$ cat src/rtl/mem_wb_skid_reg_pkg.sv
// Shared types and defaults for the MEM->WB skid pipeline register.
package mem_wb_pkg;

  localparam int RF_DATA_W = 32;
  localparam int RF_ADDR_W = 4;

  typedef enum logic [1:0] {
    EMPTY = 2'd0,
    ONE   = 2'd1,
    TWO   = 2'd2
  } state_e;

  typedef struct packed {
    logic                 wb_en;
    logic                 mem_r;
    logic [RF_DATA_W-1:0] alu_res;
    logic [RF_DATA_W-1:0] mem_res;
    logic [RF_ADDR_W-1:0] dest;
  } entry_t;

endpackage

$ cat src/rtl/mem_wb_skid_reg_if.sv
// Handshake/payload bundle between MEM, the skid register and WB.
// MEM_WB_FWD_EN adds the forwarding taps on the head entry.
interface mem_wb_skid_reg_if #(
  parameter int DATA_W = 32,
  parameter int DEST_W = 4
);
  logic              flush;
  logic              in_valid;
  logic              in_ready;
  logic              wb_en_in;
  logic              mem_r_in;
  logic [DATA_W-1:0] alu_res_in;
  logic [DATA_W-1:0] mem_res_in;
  logic [DEST_W-1:0] dest_in;
  logic              out_valid;
  logic              out_ready;
  logic              wb_en_out;
  logic              mem_r_out;
  logic [DATA_W-1:0] alu_res_out;
  logic [DATA_W-1:0] mem_res_out;
  logic [DEST_W-1:0] dest_out;
  logic [1:0]        occupancy;
`ifdef MEM_WB_FWD_EN
  logic              fwd_valid;
  logic [DEST_W-1:0] fwd_dest;
  logic [DATA_W-1:0] fwd_data;
`endif

  modport slave (
    input  flush, in_valid, wb_en_in, mem_r_in, alu_res_in, mem_res_in, dest_in, out_ready,
    output in_ready, out_valid, wb_en_out, mem_r_out, alu_res_out, mem_res_out, dest_out,
           occupancy
`ifdef MEM_WB_FWD_EN
    , output fwd_valid, fwd_dest, fwd_data
`endif
  );

  modport master (
    output flush, in_valid, wb_en_in, mem_r_in, alu_res_in, mem_res_in, dest_in, out_ready,
    input  in_ready, out_valid, wb_en_out, mem_r_out, alu_res_out, mem_res_out, dest_out,
           occupancy
`ifdef MEM_WB_FWD_EN
    , input fwd_valid, fwd_dest, fwd_data
`endif
  );
endinterface

$ cat src/rtl/mem_wb_skid_reg_entry.sv
// Load-enabled payload register with synchronous clear; used for head and skid slots.
module mem_wb_entry_reg #(
  parameter int W = 8
) (
  input  logic         clk,
  input  logic         rst,
  input  logic         ld_i,
  input  logic [W-1:0] d_i,
  output logic [W-1:0] q_o
);
  logic [W-1:0] data_q;

  always_ff @(posedge clk) begin
    if (rst)
      data_q <= '0;
    else if (ld_i)
      data_q <= d_i;
  end

  assign q_o = data_q;
endmodule

$ cat src/rtl/mem_wb_skid_reg.sv
// MEM->WB pipeline register with valid/ready handshake, 2-entry skid buffer and flush.
// Define MEM_WB_FWD_EN to expose head-entry forwarding outputs.
module mem_wb_skid_reg
  import mem_wb_pkg::*;
#(
  parameter int DATA_W = RF_DATA_W,
  parameter int DEST_W = RF_ADDR_W
) (
  input logic              clk,
  input logic              rst,
  mem_wb_skid_reg_if.slave bus
);
  localparam int EW     = 2 + 2 * DATA_W + DEST_W;
  localparam int WB_B   = EW - 1;
  localparam int MR_B   = EW - 2;
  localparam int ALU_LO = DEST_W + DATA_W;
  localparam int MEM_LO = DEST_W;

  state_e        state_q, state_d;
  logic          in_fire, out_fire;
  logic          head_ld, skid_ld, head_from_skid;
  logic [EW-1:0] in_vec, head_d, head_q, skid_q;

  assign in_vec = {bus.wb_en_in, bus.mem_r_in, bus.alu_res_in, bus.mem_res_in, bus.dest_in};

  assign bus.in_ready  = (state_q != TWO);
  assign bus.out_valid = (state_q != EMPTY);
  assign in_fire       = bus.in_valid & bus.in_ready & ~bus.flush;
  assign out_fire      = bus.out_valid & bus.out_ready;

  always_comb begin
    state_d        = state_q;
    head_ld        = 1'b0;
    skid_ld        = 1'b0;
    head_from_skid = 1'b0;
    if (bus.flush) begin
      // Payload is left stale; wb_en_out is gated by out_valid so nothing commits.
      state_d = EMPTY;
    end else begin
      unique case (state_q)
        EMPTY: begin
          if (in_fire) begin
            head_ld = 1'b1;
            state_d = ONE;
          end
        end
        ONE: begin
          if (in_fire && out_fire) begin
            head_ld = 1'b1;
          end else if (in_fire) begin
            skid_ld = 1'b1;
            state_d = TWO;
          end else if (out_fire) begin
            state_d = EMPTY;
          end
        end
        TWO: begin
          if (out_fire) begin
            head_ld        = 1'b1;
            head_from_skid = 1'b1;
            state_d        = ONE;
          end
        end
        default: state_d = EMPTY;
      endcase
    end
  end

  always_ff @(posedge clk) begin
    if (rst)
      state_q <= EMPTY;
    else
      state_q <= state_d;
  end

  assign head_d = head_from_skid ? skid_q : in_vec;

  // ---- storage slots ----
  mem_wb_entry_reg #(.W(EW)) u_head (
    .clk  (clk),
    .rst  (rst),
    .ld_i (head_ld),
    .d_i  (head_d),
    .q_o  (head_q)
  );

  mem_wb_entry_reg #(.W(EW)) u_skid (
    .clk  (clk),
    .rst  (rst),
    .ld_i (skid_ld),
    .d_i  (in_vec),
    .q_o  (skid_q)
  );

  // ---- head outputs ----
  assign bus.wb_en_out   = head_q[WB_B] & bus.out_valid;
  assign bus.mem_r_out   = head_q[MR_B];
  assign bus.alu_res_out = head_q[ALU_LO +: DATA_W];
  assign bus.mem_res_out = head_q[MEM_LO +: DATA_W];
  assign bus.dest_out    = head_q[DEST_W-1:0];
  assign bus.occupancy   = state_q;

`ifdef MEM_WB_FWD_EN
  assign bus.fwd_valid = bus.out_valid & head_q[WB_B];
  assign bus.fwd_dest  = head_q[DEST_W-1:0];
  assign bus.fwd_data  = head_q[MR_B] ? head_q[MEM_LO +: DATA_W] : head_q[ALU_LO +: DATA_W];
`endif

endmodule

$ cat src/flat_wrapper.sv
// flat-port wrapper written by rule: the top's interface ports become plain ports
module mem_wb_skid_reg_flat import mem_wb_pkg::*;
#(
  parameter int DATA_W = RF_DATA_W,
  parameter int DEST_W = RF_ADDR_W
)
  (clk, rst, bus_flush, bus_in_valid, bus_wb_en_in, bus_mem_r_in, bus_alu_res_in, bus_mem_res_in, bus_dest_in, bus_out_ready, bus_in_ready, bus_out_valid, bus_wb_en_out, bus_mem_r_out, bus_alu_res_out, bus_mem_res_out, bus_dest_out, bus_occupancy);
  mem_wb_skid_reg_if #(.DATA_W(DATA_W), .DEST_W(DEST_W)) bus_i ();
  input logic clk;
  input logic rst;
  input wire logic [$bits(bus_i.flush)-1:0] bus_flush;
  input wire logic [$bits(bus_i.in_valid)-1:0] bus_in_valid;
  input wire logic [$bits(bus_i.wb_en_in)-1:0] bus_wb_en_in;
  input wire logic [$bits(bus_i.mem_r_in)-1:0] bus_mem_r_in;
  input wire logic [$bits(bus_i.alu_res_in)-1:0] bus_alu_res_in;
  input wire logic [$bits(bus_i.mem_res_in)-1:0] bus_mem_res_in;
  input wire logic [$bits(bus_i.dest_in)-1:0] bus_dest_in;
  input wire logic [$bits(bus_i.out_ready)-1:0] bus_out_ready;
  output wire logic [$bits(bus_i.in_ready)-1:0] bus_in_ready;
  output wire logic [$bits(bus_i.out_valid)-1:0] bus_out_valid;
  output wire logic [$bits(bus_i.wb_en_out)-1:0] bus_wb_en_out;
  output wire logic [$bits(bus_i.mem_r_out)-1:0] bus_mem_r_out;
  output wire logic [$bits(bus_i.alu_res_out)-1:0] bus_alu_res_out;
  output wire logic [$bits(bus_i.mem_res_out)-1:0] bus_mem_res_out;
  output wire logic [$bits(bus_i.dest_out)-1:0] bus_dest_out;
  output wire logic [$bits(bus_i.occupancy)-1:0] bus_occupancy;
  assign bus_i.flush = bus_flush;
  assign bus_i.in_valid = bus_in_valid;
  assign bus_i.wb_en_in = bus_wb_en_in;
  assign bus_i.mem_r_in = bus_mem_r_in;
  assign bus_i.alu_res_in = bus_alu_res_in;
  assign bus_i.mem_res_in = bus_mem_res_in;
  assign bus_i.dest_in = bus_dest_in;
  assign bus_i.out_ready = bus_out_ready;
  assign bus_in_ready = bus_i.in_ready;
  assign bus_out_valid = bus_i.out_valid;
  assign bus_wb_en_out = bus_i.wb_en_out;
  assign bus_mem_r_out = bus_i.mem_r_out;
  assign bus_alu_res_out = bus_i.alu_res_out;
  assign bus_mem_res_out = bus_i.mem_res_out;
  assign bus_dest_out = bus_i.dest_out;
  assign bus_occupancy = bus_i.occupancy;
  mem_wb_skid_reg #(.DATA_W(DATA_W), .DEST_W(DEST_W)) u_core (.clk(clk), .rst(rst), .bus(bus_i));
endmodule
$ cat config.mk
export PLATFORM = sky130hd
export DESIGN_NAME = mem_wb_skid_reg_flat
export DESIGN_NICKNAME = d
export VERILOG_FILES = /design/src/rtl/mem_wb_skid_reg_pkg.sv /design/src/rtl/mem_wb_skid_reg_if.sv /design/src/rtl/mem_wb_skid_reg_entry.sv /design/src/rtl/mem_wb_skid_reg.sv /design/src/flat_wrapper.sv
export SDC_FILE = /design/constraint.sdc
export NUM_CORES = 1
export LEC_CHECK = 0
export CORE_ASPECT_RATIO = 1.1
export CORE_MARGIN = 5
export CORE_UTILIZATION = 51
export CTS_CLUSTER_SIZE = 28
export DETAILED_ROUTE_END_ITERATION = 6
export PLACE_DENSITY = 0.8
export RECOVER_POWER = 50
export SKIP_CTS_REPAIR_TIMING = 1
export SYNTH_ARGS = -nofsm -noshare
export SYNTH_HDL_FRONTEND = slang
export SYNTH_SLANG_ARGS = --single-unit
$ cat constraint.sdc
create_clock -name clk -period 2.2 [get_ports clk]
set_clock_uncertainty 0.15 [all_clocks]
set_input_delay 0.55 -clock clk [delete_from_list [all_inputs] [get_ports clk]]
set_output_delay 0.55 -clock clk [all_outputs]
set_load 0.02 [all_outputs]
==> results.json, run 1 <==
{
  "status": "completed",
  "cts_tree": "done",
  "cts_made_buffers": 17,
  "synth_area_leaders": "dfxtp_1 (41%), a311oi_1 (18%), mux2i_1 (10%)",
  "synth-seq-cells": 142,
  "synth_edf_count": 0,
  "r2r_slack_ps": 220,
  "dieArea_um2": 16100,
  "power_leakage_nw": 2.70,
  "start_kind": "flip-flop",
  "ir_drop_v": 0.000443,
  "p_per_area_nw_per_um2": 745,
  "crit_end": "bus_wb_en_out",
  "final_cell_area_um2": 8740,
  "synth_ff_type": "dfxtp_1",
  "place_congestion": 0.819,
  "grt_pass1_vias": 6451,
  "numClockSinks": 142,
  "ys_top_cells_by_count": "dfxtp_1 (142), a311oi_1 (140), buf_4 (77)",
  "synth_top_area_cell": "dfxtp_1",
  "final_cells": 984,
  "synth_top_area_share_pct": 40.8,
  "antenna_found_initial": 0,
  "clk_latency_ps": 410,
  "reg2reg_from": "u_core.bus.occupancy[1]",
  "postSynth.asyncResetShare_pct": 0,
  "layout.nets": 862,
  "rr_endpoint": "u_core.u_head.q_o[40]",
  "max_cap_viol_count": 0,
  "cp-end-kind": "primary output",
  "ctsHtreeMaxLevel": 4,
  "numPlacedInstances": 952,
  "grt_pass1_wl_mm": 32.1,
  "worstPathRequired_ps": 1500,
  "synth_most_common_cell": "dfxtp_1",
  "grt_max_degree": 51,
  "max_slew_margin_pct": 60.9,
  "path_cells": "or2_2, and2_1, clkbuf_2",
  "drive_gt1_share_pct": 9.63,
  "cts_buffer_depth": 2,
  "ys_types": 25,
  "ant_nets": 0,
  "cts_root_buf": "clkbuf_16",
  "grtUsageTotal_pct": 24.1,
  "ys_seq_area_share_pct": 40.8,
  "start_util_pct": 52.3,
  "layout_min_cycle_time_ps": 2120,
  "dp_hpwl_mm": 12.8,
  "hold_path.class": "reg -> reg",
  "grt_overflow": 0,
  "core-area_um2": 13300,
  "rsz0062_at_grt": "false",
  "rr_worst_depth": 6,
  "firstDrtPassIters": 5,
  "maxSlewViolCount": 0,
  "clkTransAtPathRegs_ps": 60,
  "slowest_delay_ps": 330,
  "synth_area_um2": 6970,
  "drtIter0Drc": 610,
  "routed_wl_mm": 19.8,
  "drcViolationCount": 0,
  "place_area_um2": 8200,
  "final_hold_viol_count": 0,
  "wire_per_inst_um": 20.2,
  "ios": 149,
  "syn-instance-count": 754,
  "io_buffers": 148,
  "num_rows": 44,
  "path_max_fanout": 2,
  "final-setup-viol-count": 0,
  "die_width_um": 121,
  "synth_fp_nets": 829,
  "critPathBufInv": 1,
  "worst_slew_pin_slew_ps": 586,
  "cp.arrival_ps": 1420,
  "finalCritPeriodShare_pct": 96.2,
  "syn2layout_area_growth_pct": 25.3,
  "die_y_um": 133,
  "startpoint": "u_core.bus.occupancy[1]",
  "vias": 6365,
  "critPathTopFamily": "simple AND/OR/NAND/NOR gates",
  "synth.avg_cell_area_um2": 9.25,
  "cp.depth": 3,
  "clock.fmax_mhz": 472,
  "worst-setup-path-type": "reg -> out",
  "num_antenna_cells": 0,
  "fin_setup_tns_ps": 0,
  "crit_path_top_delay_cell": "or2_2",
  "ys_warn_count": 0,
  "viasPerCell": 6.47,
  "fillers": 1062
}
cell type report:
type / instances / area, um2 / share of cell area (%)
well taps: 184 / 230 / 2.63
clock buffers: 19 / 433 / 4.95
repair buffers: 185 / 1930 / 22.0
clock inverters: 13 / 143 / 1.63
multi-input cells: 440 / 3160 / 36.1
flip-flops and latches: 142 / 2840 / 32.5
inverters: 1 / 6.26 / 0.0716
placed cells by master, fill, tap and decap left out, types with 3 or more instances in the layout:
master,synthesis,routed
a21oi_1,71,71
a311oi_1,140,140
buf_12,3,15
buf_4,77,19
clkbuf_1,73,5
clkbuf_16,0,17
clkdlybuf4s50_1,0,140
clkinv_4,0,3
clkinvlp_4,0,5
dfxtp_1,142,142
mux2i_1,71,71
nand3_1,70,70
o21ai_0,70,70
per-layer routing:
| metal | global-route usage, % | routed length [um] | up-vias |
|---|---|---|---|
| met5 | 0 | 0 | - |
| met4 | 12.4 | 622 | 0 |
| met3 | 5.25 | 1350 | 55 |
| met2 | 39.1 | 9890 | 339 |
| met1 | 30.1 | 7970 | 3061 |
| li1 | - | - | 2910 |
sequential cells by signal, summed over array words and instances (netlist names):
register,flops
u_core.u_skid.q_o,70
u_core.u_head.q_o,70
u_core.bus.occupancy,2
worst min-delay path, stage by stage, from the launching register on:
cell     delay, ps
dfxtp_1        310
o21ai_0         60
a21oi_1         60
where the power goes:
part	switching (W)	internal, W	total (W)
clock network	0.00112	0.00167	0.00279
logic	0.000520	0.000457	0.000978
registers	0.0000640	0.00268	0.00274
through the flow:
| stage | hold slack [ps] | util, % | total power, W | setup WS, ps |
|---|---|---|---|---|
| after detailed placement | 316 | 61.6 | 0.00377 | -191 |
| after global routing | 346 | 65.6 | 0.00672 | 35.9 |
| after floorplan | 304 | - | 0.00338 | 360 |
| after global placement | 310 | 61.6 | 0.00374 | -92.3 |
| after CTS | 324 | 65.9 | 0.00653 | -312 |
| final | 327 | 65.6 | 0.00651 | 82.7 |
logic make-up after synthesis:
| logic type | after synthesis | share of synthesized area [%] |
|---|---|---|
| compound gates | 284 | 28.1 |
| simple gates | 85 | 6.44 |
| buf+inv | 172 | 14.5 |
| mux | 71 | 10.2 |
| flops | 142 | 40.8 |
worst min path at each step:
stage / cells after the start / to / startpoint / slack, ps
finish: 2 / u_core.u_skid.q_o[47] / u_core.u_skid.q_o[47] / 330
global route: 2 / u_core.u_skid.q_o[66] / u_core.u_skid.q_o[66] / 350
CTS: 2 / u_core.u_skid.q_o[66] / u_core.u_skid.q_o[66] / 320
detailed placement: 2 / u_core.u_skid.q_o[12] / u_core.u_skid.q_o[12] / 320
global placement: 2 / u_core.u_skid.q_o[44] / u_core.u_skid.q_o[44] / 310
floorplan: 2 / u_core.u_skid.q_o[0] / u_core.u_skid.q_o[0] / 300
No activity file was read; power rests on OpenSTA's default activity.
==> inputs of run 2 (changes only) <==
--- a/config.mk
+++ b/config.mk
@@ -8,7 +8,7 @@
 export CORE_ASPECT_RATIO = 1.1
 export CORE_MARGIN = 5
 export CORE_UTILIZATION = 51
-export CTS_CLUSTER_SIZE = 28
+export CTS_CLUSTER_SIZE = 12
 export DETAILED_ROUTE_END_ITERATION = 6
 export PLACE_DENSITY = 0.8
 export RECOVER_POWER = 50
==> results of run 2 <==
The final DEF is identical to that of run 1; final timing and power are the same.
==> inputs of run 3 (changes only) <==
--- a/config.mk
+++ b/config.mk
@@ -10,6 +10,7 @@
 export CORE_UTILIZATION = 51
 export CTS_CLUSTER_SIZE = 12
 export DETAILED_ROUTE_END_ITERATION = 6
+export GPL_ROUTABILITY_DRIVEN = 0
 export PLACE_DENSITY = 0.8
 export RECOVER_POWER = 50
 export SKIP_CTS_REPAIR_TIMING = 1
==> results of run 3 <==
The final DEF is identical to that of run 1; final timing and power are the same.
